[src/rtl/contador_comparador_param.sv]
// Modulo-MODULO up/down counter with clamped parallel load, saturating wrap counter and
// magnitude comparator against chaves. Define COMPARADOR_REGISTRADO_EN to register menor/maior/igual.
module contador_comparador_param #(
    parameter int N      = 4,
    parameter int MODULO = 16,
    parameter int V      = 4
) (
    input  logic         clock,
    input  logic         zera,
    input  logic         carrega,
    input  logic         conta,
    input  logic         sentido,
    input  logic [N-1:0] dados,
    input  logic [N-1:0] chaves,
    output logic [N-1:0] db_contagem,
    output logic         menor,
    output logic         maior,
    output logic         igual,
    output logic         fim,
    output logic         rco,
    output logic [V-1:0] voltas
);

    localparam logic [N-1:0] COUNT_MAX  = N'(MODULO - 1);
    localparam logic [N-1:0] COUNT_ZERO = N'(1'b0);
    localparam logic [N-1:0] COUNT_ONE  = N'(1'b1);
    localparam logic [V-1:0] VOLTAS_MAX = {V{1'b1}};
    localparam logic [V-1:0] VOLTAS_ONE = V'(1'b1);

    logic [N-1:0] count_r;
    logic [V-1:0] voltas_r;
    logic         fim_s;
    logic [N-1:0] dados_clamp_s;
    logic         menor_s;
    logic         maior_s;
    logic         igual_s;

    // Terminal value depends on the direction currently requested, not on conta.
    always_comb begin
        fim_s = 1'b0;
        if (sentido) begin
            fim_s = (count_r == COUNT_ZERO);
        end else begin
            fim_s = (count_r == COUNT_MAX);
        end
    end

    // Out-of-range load values are clamped to the top of the count range.
    always_comb begin
        dados_clamp_s = dados;
        if (dados > COUNT_MAX) begin
            dados_clamp_s = COUNT_MAX;
        end else begin
            dados_clamp_s = dados;
        end
    end

    // Counter and wrap counter state, priority zera > carrega > conta > hold.
    always_ff @(posedge clock) begin
        if (zera) begin
            count_r  <= COUNT_ZERO;
            voltas_r <= {V{1'b0}};
        end else if (carrega) begin
            count_r <= dados_clamp_s;
        end else if (conta) begin
            if (fim_s) begin
                count_r <= sentido ? COUNT_MAX : COUNT_ZERO;
                if (voltas_r != VOLTAS_MAX) begin
                    voltas_r <= voltas_r + VOLTAS_ONE;
                end
            end else if (sentido) begin
                count_r <= count_r - COUNT_ONE;
            end else begin
                count_r <= count_r + COUNT_ONE;
            end
        end
    end

`ifdef COMPARADOR_REGISTRADO_EN
    // Registered comparator: reflects count/chaves as seen at the previous edge.
    always_ff @(posedge clock) begin
        if (zera) begin
            menor_s <= 1'b0;
            maior_s <= 1'b0;
            igual_s <= 1'b1;
        end else begin
            menor_s <= (count_r < chaves);
            maior_s <= (count_r > chaves);
            igual_s <= (count_r == chaves);
        end
    end
`else
    // Combinational one-hot magnitude compare.
    always_comb begin
        menor_s = 1'b0;
        maior_s = 1'b0;
        igual_s = 1'b0;
        if (count_r < chaves) begin
            menor_s = 1'b1;
        end else if (count_r > chaves) begin
            maior_s = 1'b1;
        end else begin
            igual_s = 1'b1;
        end
    end
`endif

    assign db_contagem = count_r;
    assign voltas      = voltas_r;
    assign fim         = fim_s;
    assign rco         = fim_s & conta;
    assign menor       = menor_s;
    assign maior       = maior_s;
    assign igual       = igual_s;

endmodule

[config.mk]
export PLATFORM = sky130hd
export DESIGN_NAME = contador_comparador_param
export DESIGN_NICKNAME = d
export VERILOG_FILES = /design/src/rtl/contador_comparador_param.sv
export SDC_FILE = /design/constraint.sdc
export NUM_CORES = 1
export LEC_CHECK = 0
export ABC_CLOCK_PERIOD_IN_PS = 3450
export CAP_MARGIN = 10
export CORE_UTILIZATION = 40
export DETAILED_ROUTE_END_ITERATION = 8
export GPL_ROUTABILITY_DRIVEN = 0
export PLACE_DENSITY = 0.74
export SLEW_MARGIN = 20
export SYNTH_ARGS = -nofsm -noshare
export SYNTH_HDL_FRONTEND = slang
export SYNTH_SLANG_ARGS = --single-unit
[constraint.sdc]
create_clock -name clock -period 3.45 [get_ports clock]
set_clock_uncertainty 0.2 [all_clocks]
set_input_delay 0.8625 -clock clock [delete_from_list [all_inputs] [get_ports clock]]
set_output_delay 0.8625 -clock clock [all_outputs]
set_load 0.05 [all_outputs]
==> impl_results.html <==
<table>
<tr><th>Metric</th><th>Value</th></tr>
<tr><th colspan="2">Cells and area</th></tr>
<tr><td>Fill cell count</td><td>149</td></tr>
<tr><td>Relative area change from synthesis to final layout</td><td>51.7%</td></tr>
<tr><td>Number of nets in the final layout</td><td>between 100 and 150</td></tr>
<tr><td>Antenna Diode Count</td><td>0</td></tr>
<tr><td>Share of final-layout standard cells stronger than drive strength 1</td><td>0.149</td></tr>
<tr><td>Non-filler cells, final</td><td>130</td></tr>
<tr><th colspan="2">GRT</th></tr>
<tr><td>Initial antenna violation count</td><td>0</td></tr>
<tr><td>Wire length of the first global-routing pass</td><td>2.56 mm</td></tr>
<tr><td>Global-route usage over all layers</td><td>0.185</td></tr>
<tr><td>Vias in the first global route</td><td>about 630</td></tr>
<tr><td>Gr ovfl total</td><td>0</td></tr>
<tr><td>Largest net degree at the start of global routing</td><td>14</td></tr>
<tr><th colspan="2">Power</th></tr>
<tr><td>LEAKAGE</td><td>0.463 nW</td></tr>
<tr><td>Fraction of power spent switching nets</td><td>0.371</td></tr>
<tr><td>Pwr dens</td><td>326 mW/mm^2</td></tr>
<tr><td>Internal power</td><td>about 0.21 mW</td></tr>
<tr><td>Combinational cell fraction of total power</td><td>0.466</td></tr>
<tr><td>Fraction of power consumed by the clock network</td><td>0.218</td></tr>
<tr><td>Maximum resistive drop on vdd</td><td>0.242 mV</td></tr>
<tr><td>Share of total power in sequential cells</td><td>0.316</td></tr>
<tr><td>Net Sw Power</td><td>between 0.1 and 0.15 mW</td></tr>
<tr><th colspan="2">STA</th></tr>
<tr><td>Unrepaired setup endpoints after global routing</td><td>false</td></tr>
<tr><td>Period Utilization, post-route</td><td>0.973</td></tr>
<tr><td>Final worst setup slack</td><td>between 0.09 and 0.1 ns</td></tr>
<tr><td>FMAX</td><td>0.298 GHz</td></tr>
<tr><td>Max-slew headroom at the worst pin</td><td>0.665</td></tr>
<tr><td>Count of endpoints failing hold in the final timing report</td><td>0</td></tr>
<tr><td>Slew at the pin closest to its max-slew limit</td><td>approximately 0.5 ns</td></tr>
<tr><td>Final-report max-slew violation count</td><td>0</td></tr>
<tr><td>Setup Viol. Count Final</td><td>0</td></tr>
<tr><td>Post-layout minimum cycle time</td><td>3.36 ns</td></tr>
<tr><th colspan="2">Placed design</th></tr>
<tr><td>Number of cells in the design after placement</td><td>127</td></tr>
<tr><td>Worst slack at placement</td><td>-0.188 ns</td></tr>
<tr><td>Port-buffer cells</td><td>25</td></tr>
<tr><td>DPL Wire Length</td><td>roughly 1.3 mm</td></tr>
<tr><th colspan="2">Setup path</th></tr>
<tr><td>Critical path type</td><td>in2out</td></tr>
<tr><td>Endpoint type of the worst setup path</td><td>primary output</td></tr>
<tr><td>Worst-case reg-to-reg path depth</td><td>5</td></tr>
<tr><td>Largest stage delay on the critical path</td><td>0.49 ns</td></tr>
<tr><td>End point of the critical path</td><td>rco</td></tr>
<tr><td>FF-to-FF End</td><td>voltas[3]</td></tr>
<tr><td>Data required time of the critical path</td><td>2.39 ns</td></tr>
<tr><td>Worst path cell trace</td><td>clkdlybuf4s50_1 &gt; nand2b_1 &gt; or4_1 &gt; nand2_1 &gt; and2_1 &gt; buf_12</td></tr>
<tr><td>Startpoint types</td><td>input port</td></tr>
<tr><td>Slowest CP cell</td><td>sky130_fd_sc_hd__clkdlybuf4s50_1</td></tr>
<tr><td>Max FO, Critical Path</td><td>2</td></tr>
<tr><td>First element of the critical path</td><td>sentido</td></tr>
<tr><td>Source of the worst register-to-register timing path</td><td>db_contagem[3]</td></tr>
<tr><td>Arrival time reported for the critical path endpoint</td><td>2.30 ns</td></tr>
<tr><td>Reg-to-reg slack, setup</td><td>1.45 ns</td></tr>
<tr><th colspan="2">Synthesis</th></tr>
<tr><td>Number of enable flip-flop cells after synthesis</td><td>0</td></tr>
<tr><td>Yosys warns</td><td>0</td></tr>
<tr><td>Largest area contributor in the netlist</td><td>sky130_fd_sc_hd__dfxtp_1</td></tr>
<tr><td>FFs w/ async S/R, synth</td><td>0</td></tr>
<tr><td>Most common cell in the synthesized netlist</td><td>sky130_fd_sc_hd__inv_1</td></tr>
<tr><td>Post-synth top flop</td><td>sky130_fd_sc_hd__dfxtp_1</td></tr>
<tr><td>Fraction of the yosys area taken by sequential cells</td><td>0.238</td></tr>
<tr><td>Summed instance area of the synthesized netlist</td><td>673 sq um</td></tr>
<tr><td>Synthesis-stage register bit count</td><td>8</td></tr>
<tr><td>Number of nets in the synthesized netlist</td><td>105</td></tr>
<tr><td>Main area contributors after synthesis</td><td>sky130_fd_sc_hd__dfxtp_1 24%, sky130_fd_sc_hd__ha_1 13%, sky130_fd_sc_hd__inv_1 5.6%</td></tr>
<tr><td>Unique masters post-synth</td><td>29</td></tr>
<tr><td>Mean area per synthesized cell</td><td>8.01 sq um</td></tr>
<tr><td>Most frequent cells after synthesis</td><td>10 x sky130_fd_sc_hd__inv_1, 8 x sky130_fd_sc_hd__dfxtp_1, 7 x sky130_fd_sc_hd__a21oi_1, 7 x sky130_fd_sc_hd__ha_1, 6 x sky130_fd_sc_hd__nor2b_1</td></tr>
<tr><td>Area share of the largest cell type after synthesis</td><td>0.238</td></tr>
<tr><td>Post-Syn Instances</td><td>84</td></tr>
<tr><th colspan="2">Floorplanning</th></tr>
<tr><td>Die extent in x</td><td>about 43 um</td></tr>
<tr><td>Die Ht</td><td>43.0 um</td></tr>
<tr><td>Die Area</td><td>0.00185 sq mm</td></tr>
<tr><td>IO Count</td><td>26</td></tr>
<tr><td>Starting utilization of the core area</td><td>0.437</td></tr>
<tr><td>Area inside the core boundary</td><td>0.00154 sq mm</td></tr>
<tr><td>Std cell rows</td><td>14</td></tr>
<tr><th colspan="2">Clock tree</th></tr>
<tr><td>Number of H-tree levels</td><td>1</td></tr>
<tr><td>Clock Sink Count</td><td>8</td></tr>
<tr><td>Clock latency at the later pin of the worst-skew pair</td><td>around 0.26 ns</td></tr>
<tr><td>Clock tree from TritonCTS</td><td>built</td></tr>
<tr><td>Clock-pin slew on the worst setup and hold paths</td><td>around 0.060 ns</td></tr>
<tr><td>Clock buffers created by TritonCTS</td><td>3</td></tr>
<tr><td>CTS root buffer</td><td>sky130_fd_sc_hd__clkbuf_4</td></tr>
<tr><td>Setup repair bufs after CTS</td><td>0</td></tr>
<tr><td>Number of buffers inserted by hold repair at cts</td><td>0</td></tr>
<tr><td>Longest Clk Path Bufs</td><td>2</td></tr>
<tr><th colspan="2">Detailed routing</th></tr>
<tr><td>Number of design rule violations left after detail routing</td><td>0</td></tr>
<tr><td>Count of antenna-violating nets left after detailed routing</td><td>0</td></tr>
<tr><td>Total length of routed wires</td><td>1.57 mm</td></tr>
<tr><td>Via density per instance</td><td>5.27</td></tr>
<tr><td>Count of vias placed by the detailed router</td><td>685</td></tr>
<tr><td>Average wire length per cell after detail routing</td><td>12.1 um</td></tr>
<tr><td>Detailed Routing Iterations Pass 1</td><td>4</td></tr>
<tr><td>Drt first-iter violations</td><td>6</td></tr>
<tr><th colspan="2">Outcome</th></tr>
<tr><td>Result of the run</td><td>finished, final reports clean</td></tr>
<tr><th colspan="2">Min path</th></tr>
<tr><td>Worst hold-check path type</td><td>reg2reg</td></tr>
<tr><td>Worst hold stages</td><td>2</td></tr>
<tr><th colspan="2">Run</th></tr>
<tr><td>Max Cap Viol</td><td>0</td></tr>
</table>
[what timing repair did]
action	4_1_cts	5_1_grt
hold endpoints to repair	0	0
setup endpoints to repair	3	0
resized for setup	4	0
[worst max-delay path, delay by kind of cell]
kind | cells | cell delay (ns)
buf+inv | 2 | 0.63
simple gates | 4 | 0.79
[cell type report]
| type | count | area, sq um | share of cell area |
|---|---|---|---|
| Tap cell | 16 | 20.0 | 0.0196 |
| Timing Repair Buffer | 30 | 312 | 0.305 |
| Inverter | 10 | 37.5 | 0.0368 |
| Clock buffer | 3 | 22.5 | 0.0221 |
| Multi-Input combinational cell | 63 | 469 | 0.460 |
| Sequential cell | 8 | 160 | 0.157 |
[placed cells by master, fill, tap and decap left out, types with 2 or more instances in the layout]
| cell | Yosys | routed |
|---|---|---|
| sky130_fd_sc_hd__clkdlybuf4s50_1 | 0 | 19 |
| sky130_fd_sc_hd__inv_1 | 10 | 10 |
| sky130_fd_sc_hd__dfxtp_1 | 8 | 8 |
| sky130_fd_sc_hd__a21oi_1 | 7 | 7 |
| sky130_fd_sc_hd__ha_1 | 7 | 7 |
| sky130_fd_sc_hd__buf_4 | 0 | 7 |
| sky130_fd_sc_hd__nor2b_1 | 6 | 6 |
| sky130_fd_sc_hd__nand2b_1 | 5 | 5 |
| sky130_fd_sc_hd__nor2_1 | 5 | 5 |
| sky130_fd_sc_hd__nand2_1 | 4 | 4 |
| sky130_fd_sc_hd__xnor2_1 | 3 | 3 |
| sky130_fd_sc_hd__nand3_1 | 3 | 3 |
| sky130_fd_sc_hd__mux2_1 | 3 | 3 |
| sky130_fd_sc_hd__clkbuf_4 | 0 | 3 |
| sky130_fd_sc_hd__buf_12 | 0 | 3 |
| sky130_fd_sc_hd__nand4_1 | 2 | 2 |
| sky130_fd_sc_hd__o31ai_1 | 2 | 2 |
| sky130_fd_sc_hd__a31oi_1 | 2 | 2 |
[routing by layer]
metal | track usage | up-vias | wire (um)
li1 | - | 351 | -
met1 | 0.198 | 310 | 676
met2 | 0.345 | 20 | 780
met3 | 0.0383 | 4 | 95
met4 | 0.0727 | 0 | 15
met5 | 0 | - | 0
[power groups by stage]
stage / Clock [mW] / Sequential, mW / Combinational, mW
final: 0.0727 / 0.105 / 0.155
after global routing: 0.0815 / 0.106 / 0.167
after CTS: 0.0748 / 0.105 / 0.156
after detailed placement: 0 / 0.107 / 0.152
after global placement: 0 / 0.107 / 0.149
after floorplan: 0 / 0.122 / 0.0739
[flip-flops by register name, indices dropped and copies added, names as in the netlist]
register     flops
db_contagem      4
voltas           4
[cell families (layout without fill, tap and decap cells)]
kind of cell / Yosys count / in the layout / synth area share
xor gates and xnor gates: 3 / 3 / 0.0390
buffers and inverters: 13 / 43 / 0.0744
DFF: 8 / 8 / 0.238
muxes: 4 / 4 / 0.0651
adders and majority gates: 8 / 8 / 0.160
AOI/OAI and AO/OA: 19 / 19 / 0.190
and+or+nand+nor: 29 / 29 / 0.234
[worst min path at each step]
stage / start / to / slack, ns
detailed placement: voltas[1] / voltas[1] / 0.32
finish: voltas[1] / voltas[1] / 0.32
CTS: voltas[1] / voltas[1] / 0.32
global route: voltas[1] / voltas[1] / 0.35
floorplan: voltas[1] / voltas[1] / 0.52
global placement: voltas[1] / voltas[1] / 0.30
[stage by stage]
step	hold WS, ns	setup TNS [ns]	util	area (sq um)	total power, mW
after floorplan	0.518	0	-	673	0.196
after global placement	0.299	-0.241	0.644	993	0.255
after detailed placement	0.315	-0.468	0.644	993	0.259
after CTS	0.324	0	0.662	1020	0.336
after global routing	0.351	0	0.662	1020	0.354
final	0.321	0	0.662	1020	0.333
Power figures use the tool's default switching activity.
